--- src/rtl/cyc_timing_monitor.sv ---
// cyc_timing_monitor: multi-channel clock-sampled setup/hold checker against one reference strobe
module cyc_timing_monitor #(
    parameter int CH        = 4,
    parameter int SETUP_CYC = 2,
    parameter int HOLD_CYC  = 1,
    parameter int CNT_W     = 8
) (
    input  logic                clk,
    input  logic                rst,
    input  logic                enable,
    input  logic [CH-1:0]       data,
    input  logic                ref_sig,
    input  logic                clear,
    output logic [CH-1:0]       setup_viol,
    output logic [CH-1:0]       hold_viol,
    output logic [CH-1:0]       notifier,
    output logic [CH-1:0]       sticky,
    output logic [CH*CNT_W-1:0] setup_cnt,
    output logic [CH*CNT_W-1:0] hold_cnt
);
    localparam int AW = $clog2(SETUP_CYC + 2);
    localparam int HW = $clog2(HOLD_CYC + 1);
    localparam logic [AW-1:0] AMAX = AW'(SETUP_CYC + 1);
    localparam logic [AW-1:0] ALIM = AW'(SETUP_CYC - 1);
    localparam logic [HW-1:0] HLD  = HW'(HOLD_CYC);

    logic [CH-1:0]    d_q, chg, sv, hv;
    logic             r_q, armed, refev;
    logic [AW-1:0]    age [CH];
    logic [HW-1:0]    htmr;
    logic [CNT_W-1:0] scn [CH];
    logic [CNT_W-1:0] hcn [CH];

    // event detection, violation decode and next counter values (clear applied before increment)
    always_comb begin
        chg   = armed ? data ^ d_q : '0;
        refev = armed & ref_sig & ~r_q;
        sv    = '0;
        hv    = '0;
        for (int i = 0; i < CH; i++) begin
            sv[i]  = refev & enable & (chg[i] | (age[i] <= ALIM));
            hv[i]  = chg[i] & enable & (htmr != '0) & ~refev;
            scn[i] = clear ? '0 : setup_cnt[i*CNT_W +: CNT_W];
            hcn[i] = clear ? '0 : hold_cnt[i*CNT_W +: CNT_W];
            scn[i] = (sv[i] && scn[i] != '1) ? scn[i] + CNT_W'(1) : scn[i];
            hcn[i] = (hv[i] && hcn[i] != '1) ? hcn[i] + CNT_W'(1) : hcn[i];
        end
    end

    // sampled history, ages, hold window and all registered outputs
    always_ff @(posedge clk or posedge rst) begin
        if (rst) begin
            d_q        <= '0;
            r_q        <= 1'b1;
            armed      <= 1'b0;
            htmr       <= '0;
            setup_viol <= '0;
            hold_viol  <= '0;
            notifier   <= '0;
            sticky     <= '0;
            setup_cnt  <= '0;
            hold_cnt   <= '0;
            for (int i = 0; i < CH; i++) age[i] <= AMAX;
        end else begin
            d_q        <= data;
            r_q        <= ref_sig;
            armed      <= 1'b1;
            htmr       <= (refev & enable) ? HLD : (htmr != '0 ? htmr - HW'(1) : htmr);
            setup_viol <= sv;
            hold_viol  <= hv;
            notifier   <= notifier ^ (sv | hv);
            sticky     <= (clear ? '0 : sticky) | sv | hv;
            for (int i = 0; i < CH; i++) begin
                age[i]                      <= chg[i] ? '0 : (age[i] == AMAX ? AMAX : age[i] + AW'(1));
                setup_cnt[i*CNT_W +: CNT_W] <= scn[i];
                hold_cnt[i*CNT_W +: CNT_W]  <= hcn[i];
            end
        end
    end
endmodule

--- config.mk ---
export PLATFORM = sky130hd
export DESIGN_NAME = cyc_timing_monitor
export DESIGN_NICKNAME = d
export VERILOG_FILES = /design/src/rtl/cyc_timing_monitor.sv
export SDC_FILE = /design/constraint.sdc
export NUM_CORES = 1
export LEC_CHECK = 0
export ABC_AREA = 1
export CAP_MARGIN = 40
export CORE_MARGIN = 5
export CORE_UTILIZATION = 50
export CTS_BUF_LIST = sky130_fd_sc_hd__clkbuf_8
export DETAILED_ROUTE_END_ITERATION = 10
export HOLD_SLACK_MARGIN = 0.06
export PLACE_DENSITY = 0.86
export SLEW_MARGIN = 20
export SYNTH_ARGS = -nofsm -noshare
export SYNTH_HDL_FRONTEND = slang
export SYNTH_SLANG_ARGS = --single-unit
export TNS_END_PERCENT = 1
--- constraint.sdc ---
create_clock -name clk -period 3.32 [get_ports clk]
set_input_delay 0.664 -clock clk [delete_from_list [all_inputs] [get_ports clk]]
set_output_delay 0.664 -clock clk [all_outputs]
set_load 0.01 [all_outputs]
Word-level counts from Yosys, hierarchy flattened --
Index checks and enable logic that the tools add are counted.
Word-level totals: logic and storage cells 109, latch bits 0, ROM bits 0, memories 0, bits in writable memories 0, bits in registers 95
Operators by class: multipliers 0, mux-type cells 28, reductions and logical operators 8, div/mod/pow operators 0, order comparisons 4, shift-type cells 0, bitwise gates (word level) 30, equality and inequality tests 12, add/subtract/negate cells 13
Operators with widths (number):
- $mux 8 | 16
- $add 8x1->8 const B | 8
- $ne 8x8->1 const B | 8
- $and 1x1->1 | 19
- $mux 2 | 8
- $or 4x4->4 | 3
- $add 2x1->2 const B | 4
- $eq 2x2->1 const B | 4
- $le 2x1->1 const B | 4
- $logic_and 1x1->1 | 8
- $mux 4 | 2
- $xor 4x4->4 | 2
- $or 1x1->1 | 4
- $mux 1 | 2
- $not 1->1 | 2
- $sub 1x1->1 const B | 1

Logic depth before layout (Yosys ltp) --
depth after elaboration 7, depth in mapped cells 16, gate-level depth less buffers 11

Worst setup path before layout --
OpenSTA, ideal clock, no wires.
path kind input port to flip-flop, start input port clear, end register setup_cnt[19], setup time 117 ps, data required time 3203 ps, stages 16, data arrival time 2228 ps, slack 976 ps, path through buf_6 > inv_4 > buf_12 > buf_12 > buf_6 > buf_4 > nand2_1 > inv_1 > ha_1 > nand2_1 > nor2_2 > nand2_1 > nor2_1 > nor2_2 > nand2_1 > nand2_1
RTL lines:
- start: declaration | RTL line 13 | input logic clear,
- end signal: indexed assignment | RTL line 75 | setup_cnt[i*CNT_W +: CNT_W] <= scn[i];
- end: declaration | RTL line 18 | output logic [CH*CNT_W-1:0] setup_cnt,

==> impl_metrics.tcl <==
set metrics [dict create \
    vias 4747 \
    slew_violations 0 \
    p_leak_nw 3.68 \
    fin_ws_ps 839 \
    grt_max_degree 81 \
    r2r_end "hold_cnt[0]" \
    globalRouteOverflowTotal 0 \
    synthArstFlopShare_pct 100 \
    yosysTopAreaCell "dfrtp_1" \
    synth_most_common_cell "nand2_1" \
    crit_required_ps 3570 \
    synth_common_cells "nand2_1, inv_1, dfrtp_1" \
    worst_pin_slew_ps 497 \
    grt_first_pass_wirelength_um 20300 \
    drtIter0Drc 325 \
    root_buffer "clkbuf_8" \
    syn2layout_area_growth_pct 22.1 \
    finalClockSkew_ps 10.2 \
    hold_buffers 0 \
    crit_path_start_kind "input port" \
    rr_worst_depth 8 \
    diodes 0 \
    min_path_type "register to register" \
    rows 37 \
    regToRegSetupSlack_ps 1560 \
    arrival_ps 2730 \
    io_buffers 88 \
    numCtsBuffers 9 \
    cp_cell_sequence "clkdlybuf4s50_1 > inv_4 > nand2_1 > inv_1 > ha_1 > nand2_1 > nor2_2 > nand3_1 > nand2_2 > inv_2 > nand2_1 > nand2_1" \
    core_um2 10400 \
    synthesis.nets 769 \
    dp_hpwl_um 8800 \
    yosysSeqAreaShare_pct 44.6 \
    cpLargestDelayFamily "buffers and inverters" \
    layout.nets 863 \
    critical_path.max_fanout 37 \
    power_mw 2.16 \
    rsz0062_at_grt "false" \
    fmax_mhz 403 \
    cpPeakStageDelay_ps 470 \
    cts_tree "built" \
    globalplace.congestion 0.909 \
    cp.depth 12 \
    wl_um 11900 \
    drc_errors 0 \
    power_density_nw_per_um2 331 \
    avgViaCountPerCell 4.81 \
    utilization_pct 63.0 \
    die-area_um2 12900 \
    outcome "finished, final reports clean" \
    hold_viol_final 0 \
    pre_cts_slack_ps 498 \
    stdcell_count 987 \
    relSlewSlack_pct 66.7 \
    finalSetupTns_ps 0 \
    whs_ps 489 \
    cp-startpoint "clear" \
    clkSinkCount 95 \
    fin_area_um2 6540 \
    clk_path_buf_depth 2 \
    postCtsSetupRepairBufs 0 \
    synth_seq_cells 95 \
    start_util_pct 51.6 \
    synth_top_area_share_pct 40.2 \
    drv_cap 0 \
    ys.warnings.count 0 \
    place_area_um2 6350 \
    worstSkewPairLatency_ps 350 \
    crit_buf_inv 4 \
    min_period_ps 2480 \
    track_usage_pct 19.3 \
    path_clk_slew_ps 90 \
    ant_nets 0 \
    avgSynthCellArea_um2 7.11 \
    dieHeight_um 113 \
    synth_flop_cell "dfrtp_1" \
    grt_antenna_before_repair 0 \
    timing.rr.start "r_q" \
    die_x_um 113 \
    vdd_drop_max_mv 0.250 \
    grt_pass1_vias 4456 \
    criticalPathCategory "input port to register" \
    ioPinCount 89 \
    crit_path_end_kind "register" \
    drt_first_pass_iters 6 \
    crit_slowest_cell "clkdlybuf4s50_1" \
    synth.distinct_cells 26 \
    setup_viol 0 \
    cts.repair.resized 0 \
    wire_per_inst_um 12.1 \
    synthesis.instances 752 \
    htreeDepth 3 \
    dp_cells 971 \
    finalCritPeriodShare_pct 74.7 \
    path_common_cell "nand2_1" \
    netlist_area_um2 5350 \
    crit_path_end "hold_cnt[15]" \
    synth.area.top_cells "dfrtp_1, nand2_1, inv_1" \
    drive_gt1_share_pct 8.70 \
    synth_edf_count 0 \
]
-- layer usage --
metal  track usage, %  share of wire [%]  up-vias
li1                 -                  -     2451
met1             26.1                 47     2153
met2             31.7                 47      122
met3             2.86                4.0       21
met4             6.89                2.0        0
met5                0                  0        -
-- worst register-to-register path: stages, from the launching register on --
cell and delay, ps:
dfstp_2 520, inv_1 40, nand3_1 60, nand2_1 140, nor2_1 410, nand2_2 220
inv_2 180, nand2_1 70, nand2_1 60
-- worst min path at each step --
stage,from,endpoint,cells past startpoint
final,age[2],age[3],2
after global placement,age[4],age[5],2
after CTS,age[2],age[3],2
after global routing,age[2],age[3],2
after detailed placement,age[2],age[3],2
after floorplan,age[0],age[1],2
-- cell families (layout without fill, tap and decap cells) --
logic type               count (synthesis)  in the layout  synth area share [%]
AND/OR/NAND/NOR                        500            500                  39.4
buffers and inverters                  119            218                  9.64
flip-flops                              95             95                  44.6
XOR/XNOR                                24             24                  3.93
adder cells (fa/ha/maj)                  8              8                  1.87
AO/OA/AOI/OAI                            5              5                 0.468
other                                    1              1                0.0701
-- sequential cells by signal, indices dropped and copies added, names as in the netlist --
signal      flops
sticky          4
setup_viol      4
armed           1
d_q             4
notifier        4
hold_viol       4
setup_cnt      32
age             8
htmr            1
r_q             1
hold_cnt       32
-- report_power, final --
group          leakage, nW  internal, mW  switching (mW)
Sequential            1.27          1.22          0.0308
Combinational         2.31        0.0852           0.117
Clock               0.0967         0.313           0.401
Total                 3.68          1.61           0.548
-- cell usage in the layout, fill, tap and decap left out, types with 6 or more instances in the layout --
cell             count
clkbuf_8            11
clkdlybuf4s50_1     88
dfrtp_1             86
dfstp_2              9
ha_1                 8
inv_1              101
inv_2                6
nand2_1            329
nand2_2             13
nand3_1             75
nor2_1              54
nor2_2              17
xnor2_1              8
xor2_1              16
-- area by class of cell --
type / instances / area, µm²
clock inverter: 5 / 33.8
sequential: 95 / 2390
clock buffer: 11 / 151
inverter: 109 / 414
multi-input combinational: 538 / 2450
tap: 136 / 170
fill: 941 / 3830
timing repair buffer: 93 / 931
Power figures use the tool's default switching activity.
